File: src/rtl/node_ctrl_pkg.sv
// Shared types and constants for the layer-node controllers.
package node_ctrl_pkg;

  typedef enum logic [1:0] {
    IDLE  = 2'd0,
    MAC   = 2'd1,
    DRAIN = 2'd2,
    OUT   = 2'd3
  } state_t;

  localparam logic [31:0] FP_ZERO    = 32'h0000_0000;
  localparam logic [31:0] FP_ONE     = 32'h3F80_0000;
  localparam logic [31:0] FP_NEG_ONE = 32'hBF80_0000;

endpackage

File: src/rtl/fp_relu.sv
// Combinational ReLU on an IEEE-754 single: any value with the sign bit set
// (including -0.0 and negative NaN) clamps to +0.0, everything else passes.
module fp_relu
  import node_ctrl_pkg::*;
(
  input  logic [31:0] a,
  output logic [31:0] y
);

  assign y = a[31] ? FP_ZERO : a;

endmodule

File: src/rtl/node_mac_sequencer.sv
// Time-multiplexed node: one shared multiplier and adder compute
// ReLU(sum A[i]*W[i]) over N_INPUTS pairs, then offer the result downstream.
module node_mac_sequencer
  import node_ctrl_pkg::*;
#(
  parameter int N_INPUTS = 15,
  parameter int ADDR_W   = 4
) (
  input  logic              clk,
  input  logic              rst_n,
  input  logic              start,
  output logic              busy,
  output logic [ADDR_W-1:0] act_addr,
  input  logic [31:0]       act_data,
  output logic [ADDR_W-1:0] w_addr,
  input  logic [31:0]       w_data,
  output logic [31:0]       mul_x,
  output logic [31:0]       mul_y,
  input  logic [31:0]       mul_z,
  output logic [31:0]       add_a,
  output logic [31:0]       add_b,
  input  logic [31:0]       add_out,
  output logic [31:0]       out_data,
  output logic              out_valid,
  input  logic              out_ready
);

  localparam logic [ADDR_W-1:0] LAST_IDX = ADDR_W'(N_INPUTS - 1);

  state_t            state_q, state_d;
  logic [ADDR_W-1:0] idx_q, idx_d;
  logic [31:0]       acc_q, acc_d;
  logic [31:0]       prod_r_q, prod_r_d;
  logic [31:0]       out_data_q, out_data_d;
  logic              out_valid_q, out_valid_d;
  logic [31:0]       relu_y;
  state_t            dbg_state;

  assign dbg_state = state_q;

  fp_relu u_relu (
    .a (add_out),
    .y (relu_y)
  );

  // Output handshake: out_valid stays high with out_data frozen until the
  // cycle where out_valid && out_ready, which is the single transfer.
  always_comb begin
    state_d     = state_q;
    idx_d       = idx_q;
    acc_d       = acc_q;
    prod_r_d    = prod_r_q;
    out_data_d  = out_data_q;
    out_valid_d = out_valid_q;
    act_addr    = '0;
    mul_x       = FP_ZERO;
    mul_y       = FP_ZERO;
    add_a       = FP_ZERO;
    add_b       = FP_ZERO;
    case (state_q)
      IDLE: begin
        if (start) begin
          state_d = MAC;
          idx_d   = '0;
          acc_d   = FP_ZERO;
        end
      end
      MAC: begin
        act_addr = idx_q;
        mul_x    = act_data;
        mul_y    = w_data;
        prod_r_d = mul_z;
        // The product registered last cycle is accumulated one cycle late.
        if (idx_q != '0) begin
          add_a = acc_q;
          add_b = prod_r_q;
          acc_d = add_out;
        end
        if (idx_q == LAST_IDX) begin
          idx_d   = '0;
          state_d = DRAIN;
        end else begin
          idx_d = idx_q + 1'b1;
        end
      end
      DRAIN: begin
        add_a       = acc_q;
        add_b       = prod_r_q;
        acc_d       = add_out;
        out_data_d  = relu_y;
        out_valid_d = 1'b1;
        state_d     = OUT;
      end
      OUT: begin
        if (out_ready) begin
          out_valid_d = 1'b0;
          state_d     = IDLE;
        end
      end
      default: state_d = IDLE;
    endcase
  end

  always_ff @(posedge clk or negedge rst_n) begin
    if (!rst_n) begin
      state_q     <= IDLE;
      idx_q       <= '0;
      acc_q       <= FP_ZERO;
      prod_r_q    <= FP_ZERO;
      out_data_q  <= FP_ZERO;
      out_valid_q <= 1'b0;
    end else begin
      state_q     <= state_d;
      idx_q       <= idx_d;
      acc_q       <= acc_d;
      prod_r_q    <= prod_r_d;
      out_data_q  <= out_data_d;
      out_valid_q <= out_valid_d;
    end
  end

  assign w_addr    = act_addr;
  assign busy      = (state_q == MAC) || (state_q == DRAIN);
  assign out_data  = out_data_q;
  assign out_valid = out_valid_q;

endmodule
File: config.mk
export PLATFORM = sky130hd
export DESIGN_NAME = node_mac_sequencer
export DESIGN_NICKNAME = d
export VERILOG_FILES = /design/src/rtl/node_ctrl_pkg.sv /design/src/rtl/fp_relu.sv /design/src/rtl/node_mac_sequencer.sv
export SDC_FILE = /design/constraint.sdc
export NUM_CORES = 1
export LEC_CHECK = 0
export BUFFER_PORTS_ARGS = -buffer_cell sky130_fd_sc_hd__buf_2
export CAP_MARGIN = 40
export CORE_AREA = 2 2 118 120
export CTS_CLUSTER_DIAMETER = 150
export DETAILED_ROUTE_END_ITERATION = 8
export DIE_AREA = 0 0 120 122
export HOLD_SLACK_MARGIN = 0.08
export PLACE_DENSITY = 0.8
export SLEW_MARGIN = 20
export SYNTH_ARGS = -nofsm -noshare
export SYNTH_HDL_FRONTEND = slang
export SYNTH_HIERARCHICAL = 1
export SYNTH_SLANG_ARGS = --single-unit
File: constraint.sdc
create_clock -name clk -period 2.49 [get_ports clk]
set_input_delay 0.249 -clock clk [delete_from_list [all_inputs] [get_ports clk]]
set_output_delay 0.249 -clock clk [all_outputs]
set_load 0.1 [all_outputs]
# After elaboration in Yosys (flattened, before gate mapping)
# Cells that the tools add are included.
[classes] muxes=20 add_sub_neg=1 n_eq_ne=8 reduce_logical=10
[ops] operator="two-way mux 32 bit" n=6
[ops] operator="one-hot mux 32 bit (2 select lines)" n=2
[ops] operator="one-hot mux 32 bit (3 select lines)" n=1
[ops] operator="two-way mux 31 bit" n=1
[ops] operator="two-way mux 4 bit" n=3
[ops] operator="inequality test 2 bit, second input constant" n=4
[ops] operator="one-hot mux 2 bit (4 select lines)" n=1
[ops] operator="one-hot mux 4 bit (2 select lines)" n=1
[ops] operator="two-way mux 2 bit" n=3
[ops] operator="AND reduction 3 bit" n=2
[ops] operator="adder 4 x 1 -> 4 bit, second input constant" n=1
[ops] operator="== test 2 bit, second input constant" n=2
[ops] operator="== test 4 bit, second input constant" n=1
[ops] operator="AND reduction 2 bit" n=2
[ops] operator="nonzero test 2 bit" n=2
[ops] operator="nonzero test 4 bit" n=1
[ops] operator="nonzero test 3 bit" n=1
[ops] operator="== test 2 x 1 -> 1 bit, second input constant" n=1
[ops] operator="zero test 2 bit" n=1
[ops] operator="one-hot mux 1 bit (2 select lines)" n=1
[ops] operator="logical OR 1 bit" n=1
[ops] operator="two-way mux 1 bit" n=1
[totals] reg_bits=103 output_inout_bits=170 wordCells=45

# Longest topological paths before layout
# Gate-level depths: netlist (run 1).
[logic_depth] depth_word=3 mapped_depth=7 mapped_depth_nobuf=5

# Modules after synthesis
# The synthesis (run 1) kept the hierarchy.
[by_module_without_submodules] mod="node_mac_sequencer" n_inst=1 area_per_inst_um2=5362.6 cells_each=480
[by_module_without_submodules] mod="fp_relu" n_inst=1 area_per_inst_um2=239.0 cells_each=36

# Worst setup path before layout (run 1)
# No wires, ideal clock.
[synth_timing] path_type="reg-to-output" startpoint="reg state_q[0] (netlist: dbg_state[0])" endpoint="out add_a[17]" arrival_ns=3.888 setup_slack_ns=-1.647 path_buffers=1 stages_incl_launch_ff=5 path_cell_list="dfrtp_1 inv_1 ha_1 clkbuf_1 nor3b_1"
[synth_via] elab_chain_len=2
[synth_rtl] item="start, declared" line="node_mac_sequencer.sv:30" source="state_t state_q, state_d;"
[synth_rtl] item="start signal, assigned" line="node_mac_sequencer.sv:113" source="state_q <= state_d;"
[synth_rtl] item="== test 2 bit or == test 2 x 1 -> 1 bit (tied branches)" line="node_mac_sequencer.sv:60" source="case (state_q)"
[synth_rtl] item="one-hot mux 32 bit (2 select lines) (*)" line="node_mac_sequencer.sv:60"
[synth_rtl] item="end, declared" line="node_mac_sequencer.sv:20" source="output logic [31:0] add_a,"
# Every way passes the cells marked *; elsewhere a longest branch is shown, timed or not.

# Worst setup path after layout (run 1)
[layout_timing] startpoint="reg idx_q[0]" endpoint="out add_b[27]"
[layout_via] elab_chain_len=3
[layout_rtl] item="start, declared" line="node_mac_sequencer.sv:31" source="logic [ADDR_W-1:0] idx_q, idx_d;"
[layout_rtl] item="start signal, assigned" line="node_mac_sequencer.sv:114" source="idx_q <= idx_d;"
[layout_rtl] item="nonzero test 4 bit" line="node_mac_sequencer.sv:74" source="if (idx_q != '0) begin"
[layout_rtl] item="two-way mux 32 bit" line="node_mac_sequencer.sv:74"
[layout_rtl] item="one-hot mux 32 bit (2 select lines)" line="node_mac_sequencer.sv:60"
[layout_rtl] item="end, declared" line="node_mac_sequencer.sv:21" source="output logic [31:0] add_b,"
# No other way between the ends.

==> impl_metrics.yaml, run 1 <==
placed_design:
  postPlaceCellArea_mm2: 0.00914
  routabilityCongestion: 0.763
  port_buffers: 301
  hpwl_mm: 12.3
cells_and_area:
  nFillCells: 912
  final_common_cell: "buf_2"
  insertedDiodeCount: 0
  drive_gt1_frac: 0.557
  fin_nets: 948
  layout_common_cells: "buf_2, buf_12, dfrtp_1"
  fin_area_mm2: 0.00966
  syn_to_final_growth_pct: 72.5
synth:
  synthFlopType: "dfrtp_1"
  syn_area_per_cell_um2: 10.9
  yosysSeqAreaShare: 0.460
  syn_nets: 656
  syn_inst: 516
  syn_area_mm2: 0.00560
  synth_top_area_frac: 0.460
  ys_top_cells_by_area: "dfrtp_1, mux2_2, and2_1, mux2i_1, and3b_1"
  ys_ff_latch: 103
  synth_largest_area_cell: "dfrtp_1"
  synth_edf_count: 0
  yosys_warnings: 6
  synth.distinct_cells: 34
  async_flop_share: 1.00
worst_setup_path:
  crit_type: "reg -> out"
  r2r_slack_ns: 0.41
  cp_top_family: "simple AND/OR/NAND/NOR gates"
  crit_slowest_cell: "dfrtp_1"
  max_stage_delay_ns: 0.40
  cp_data_required_time_ns: 2.24
  crit_top_cell: "buf_12"
  path_cells: "inv_2 -> ha_4 -> or3b_4 -> a21oi_4 -> buf_12 -> buf_12 -> and3b_2 -> buf_12"
  critical_path_buf_inv_count: 4
  crit_path_start_kind: "flop"
  cp_max_fo: 5
  end_kind: "output pin"
  crit_arrival_ns: 2.23
floorplan:
  start_util: 0.415
  core.rowCount: 43
  dieArea_mm2: 0.0146
  die_y_um: 122
  dieWidth_um: 120
  design.core.area_mm2: 0.0135
  io_pins: 302
global_routing:
  track_usage: 0.222
  overflow: 0
  grt_pass1_wl_mm: 25.6
  grt_pass1_vias: 5026
  grt_max_degree: 67
  antenna_found_initial: 0
sta:
  tns_ns: 0
  fin_crit_sh: 0.995
  fin_skew_ns: 0.00791
  worst_slew_pin_slew_ns: 0.705
  rsz0062_at_grt: "true"
  hold_violations: 0
  period_minus_slack_ns: 2.48
  setup_violations: 0
  slew_headroom: 0.530
  fmax_ghz: 0.404
  slew_violations: 0
drt:
  routed_wl_mm: 16.6
  route.detailed.drc: 0
  vias: 4792
  firstDrtPassIters: 4
  drt_iter0_markers: 239
  ant_nets: 0
  wire_per_inst_um: 16.8
  via_per_inst: 4.84
clock_tree:
  cts_tree: "yes"
  cts-buffers-inserted: 9
  cts_sinks: 103
  clkSlewWorstSetupHoldPaths_ns: 0.07
  clock_path_buffers: 2
  clock_latency_ns: 0.35
  cts_max_level: 3
  ctsRootBufferMaster: "clkbuf_16"
min_path:
  min_path_type: "in -> reg"
run:
  maxCapViolCount: 0
outcome:
  run_status: "finished, final reports clean"
==> area by class of cell <==
cell class | instances | area [um2] | share of cell area
repair buffers | 324 | 3370 | 0.349
multi-input cells | 330 | 3050 | 0.316
flip-flops and latches | 103 | 2580 | 0.267
clock buffers | 10 | 239 | 0.0247
well taps | 180 | 225 | 0.0233
inverters | 40 | 150 | 0.0155
clock inverters | 4 | 55.1 | 0.00570
==> final timing paths <==
kind,from,to,cells after the start
min in group asynchronous,rst_n,out_data[18],2
worst max-delay path,idx_q[0],add_b[27],8
worst min register to register,out_data[21],out_data[21],1
worst min-delay path,mul_z[30],prod_r_q[30],2
max in group asynchronous,rst_n,prod_r_q[26],3
worst max register to register,dbg_state[1],prod_r_q[22],5
==> cell usage after synthesis (8+ instances only) <==
library cell and count:
dfrtp_1 103, and2_1 68, mux2_2 65, inv_1 40, mux2i_1 34, nor2b_1 34
nand2_1 33, nor3b_1 33, and3b_1 32, clkbuf_1 19, buf_2 9, ha_1 8
==> metal layers <==
layer / up-vias / wire (um) / global-route usage
met4: 0 / 282 / 0.0824
met2: 168 / 8580 / 0.376
li1: 2265 / - / -
met5: - / 0 / 0
met1: 2339 / 6910 / 0.282
met3: 20 / 847 / 0.0454
==> repair_timing <==
item,CTS,global route
cloned,1,0
pin swaps,2,5
endpoints found under the hold margin,53,0
buffers inserted,4,4
setup endpoints to repair,56,28
resized for setup,10,28
hold buffers,1,0
==> stage by stage <==
stage                      util  instances  worst slack, ns  hold slack [ns]
after floorplan               -        516           -0.117          -0.0466
final                     0.716        991           0.0123            0.131
after CTS                 0.708        987           0.0215            0.116
after global placement    0.676        967            0.239            0.334
after global routing      0.716        991          -0.0524            0.122
after detailed placement  0.676        967            0.185            0.342
==> cell families (layout without fill, tap and decap cells) <==
family	after synthesis	after routing	synth area share
muxes	99	99	0.191
xor gates and xnor gates	1	1	0.00156
buffers and inverters	83	378	0.0690
DFF	103	103	0.460
AOI/OAI and AO/OA	13	13	0.0203
adders and majority gates	8	8	0.0179
other	1	1	0.000669
and+or+nand+nor	208	208	0.239
==> state kept, by name, summed over array words and instances (netlist names) <==
register / cells
idx_q: 4
acc_q: 32
out_data: 32
dbg_state: 2
out_valid: 1
prod_r_q: 32
Power of run 1 is not shown: default switching activity piles up to over one toggle a cycle in this logic, so the estimate is an artifact.
==> run 2: changes to the inputs <==
--- a/config.mk
+++ b/config.mk
@@ -7,12 +7,12 @@
 export LEC_CHECK = 0
 export BUFFER_PORTS_ARGS = -buffer_cell sky130_fd_sc_hd__buf_2
 export CAP_MARGIN = 40
-export CORE_AREA = 2 2 118 120
+export CORE_ASPECT_RATIO = 1.2
+export CORE_UTILIZATION = 41
 export CTS_CLUSTER_DIAMETER = 150
 export DETAILED_ROUTE_END_ITERATION = 8
-export DIE_AREA = 0 0 120 122
 export HOLD_SLACK_MARGIN = 0.08
-export PLACE_DENSITY = 0.8
+export PLACE_DENSITY = 0.81
 export SLEW_MARGIN = 20
 export SYNTH_ARGS = -nofsm -noshare
 export SYNTH_HDL_FRONTEND = slang
==> constraint.sdc (replaced) <==
create_clock -name clk -period 2.1 [get_ports clk]
set_input_delay 0.21 -clock clk [delete_from_list [all_inputs] [get_ports clk]]
set_output_delay 0.21 -clock clk [all_outputs]
set_load 0.1 [all_outputs]
==> impl_metrics.yaml, run 2 (same netlist as run 1, synthesis figures left out) <==
clock_tree:
  cts-buffers-inserted: 9
  cts_tree: "yes"
  cts_sinks: 103
  clkSlewWorstSetupHoldPaths_ns: 0.07
  ctsRootBufferMaster: "clkbuf_16"
  clock_path_buffers: 2
  clock_latency_ns: 0.35
  cts_max_level: 3
sta:
  slew_headroom: 0.533
  hold_violations: 0
  rsz0062_at_grt: "true"
  worst_slew_pin_slew_ns: 0.701
  fin_skew_ns: 0.0137
  setup_ws_ns: -0.304
  slew_violations: 0
  fmax_ghz: 0.416
  fin_crit_sh: 1.14
  setup_violations: 64
  period_minus_slack_ns: 2.40
placed_design:
  port_buffers: 301
  postPlaceCellArea_mm2: 0.00906
  routabilityCongestion: 0.789
  hpwl_mm: 13.0
worst_setup_path:
  max_stage_delay_ns: 0.39
  critical_path_buf_inv_count: 4
  cp_data_required_time_ns: 1.89
  path_cells: "inv_2 -> ha_4 -> or3b_4 -> a21oi_4 -> buf_12 -> clkbuf_16 -> and3b_4 -> buf_12"
  cp_max_fo: 6
  crit_arrival_ns: 2.19
  end_kind: "output pin"
  crit_slowest_cell: "dfrtp_1"
  cp_top_family: "simple AND/OR/NAND/NOR gates"
  crit_path_start_kind: "flop"
  crit_top_cell: "buf_12"
  crit_type: "reg -> out"
floorplan:
  start_util: 0.421
  dieArea_mm2: 0.0141
  die_y_um: 130
  io_pins: 302
  core.rowCount: 46
  design.core.area_mm2: 0.0133
  dieWidth_um: 109
global_routing:
  grt_pass1_wl_mm: 30.1
  antenna_found_initial: 5
  grt_max_degree: 52
  grt_pass1_vias: 5364
  track_usage: 0.289
  overflow: 0
drt:
  firstDrtPassIters: 4
  ant_nets: 0
  routed_wl_mm: 21.2
  vias: 5120
  wire_per_inst_um: 21.2
  drt_iter0_markers: 290
  route.detailed.drc: 0
  via_per_inst: 5.13
outcome:
  violations: "negative setup slack"
  run_status: "complete, but fails checks"
cells_and_area:
  syn_to_final_growth_pct: 87.7
  fin_nets: 963
  drive_gt1_frac: 0.670
  final_common_cell: "buf_2"
  fin_area_mm2: 0.0105
  layout_common_cells: "buf_2, buf_12, dfrtp_1"
run:
  maxCapViolCount: 0
min_path:
  min_path_type: "in -> reg"
-- run 2: cell count changes in the layout (fill, tap and decap cells not counted), moves of 15 or more --
cell,change
buf_6,+17
buf_12,+22
and3b_4,+27
clkbuf_4,-24
and2_4,+53
and3b_1,-26
and2_1,-65
buf_2,-15
-- run 2: worst register-to-register path, cell delays in order, from the launching register on --
cell and delay, ns:
dfrtp_1 0.41, inv_2 0.10, ha_4 0.21, nor2b_1 0.19, a311oi_4 0.35, buf_12 0.30, mux2i_1 0.32
-- run 2: path summary, 6_finish.rpt --
kind / depth (start not counted) / startpoint / to / slack, ns
max: 8 / idx_q[0] / add_b[28] / -0.30
min: 2 / mul_z[11] / prod_r_q[11] / 0.09
max reg2reg: 6 / dbg_state[1] / acc_q[5] / 0.13
min reg2reg: 1 / out_data[15] / out_data[15] / 0.51
max in group asynchronous: 3 / rst_n / out_data[1] / 0.98
min in group asynchronous: 2 / rst_n / out_data[15] / 0.41
-- run 2: through the flow --
| stage | instances | hold WS, ns | TNS, ns | util | setup slack, ns |
|---|---|---|---|---|---|
| floorplan | 516 | -0.0856 | -6.86 | - | -0.238 |
| global placement | 968 | 0.245 | 0 | 0.682 | 0.0182 |
| detailed placement | 968 | 0.242 | -0.873 | 0.682 | -0.0342 |
| CTS | 994 | 0.0804 | -16.26 | 0.783 | -0.287 |
| global route | 998 | 0.0887 | -20.63 | 0.791 | -0.352 |
| finish | 999 | 0.0937 | -17.20 | 0.791 | -0.304 |
-- run 2: repair_timing --
item	in CTS	in global routing
hold buffers	7	0
hold endpoints to repair	48	0
gates resized for setup	247	14
pin swaps	14	18
buffers inserted	2	1
endpoints found under the setup margin	115	74
gates cloned	2	1
-- run 2: layer usage --
metal	GRT usage	wire, um	share of wire
met1	0.322	7640	0.36
met2	0.514	11100	0.52
met3	0.0944	1680	0.079
met4	0.0986	703	0.033
met5	0	31	0.0015
-- run 2: cell type report --
type | instances | area, um2
repair buffers | 339 | 3940
multi-input cells | 330 | 3310
fillers | 685 | 2780
flip-flops and latches | 103 | 2580
clock buffers | 13 | 270
well taps | 168 | 210
inverters | 40 | 150
clock inverters | 3 | 47.5
diodes | 3 | 7.51
Power of run 2 is left out for the same reason.
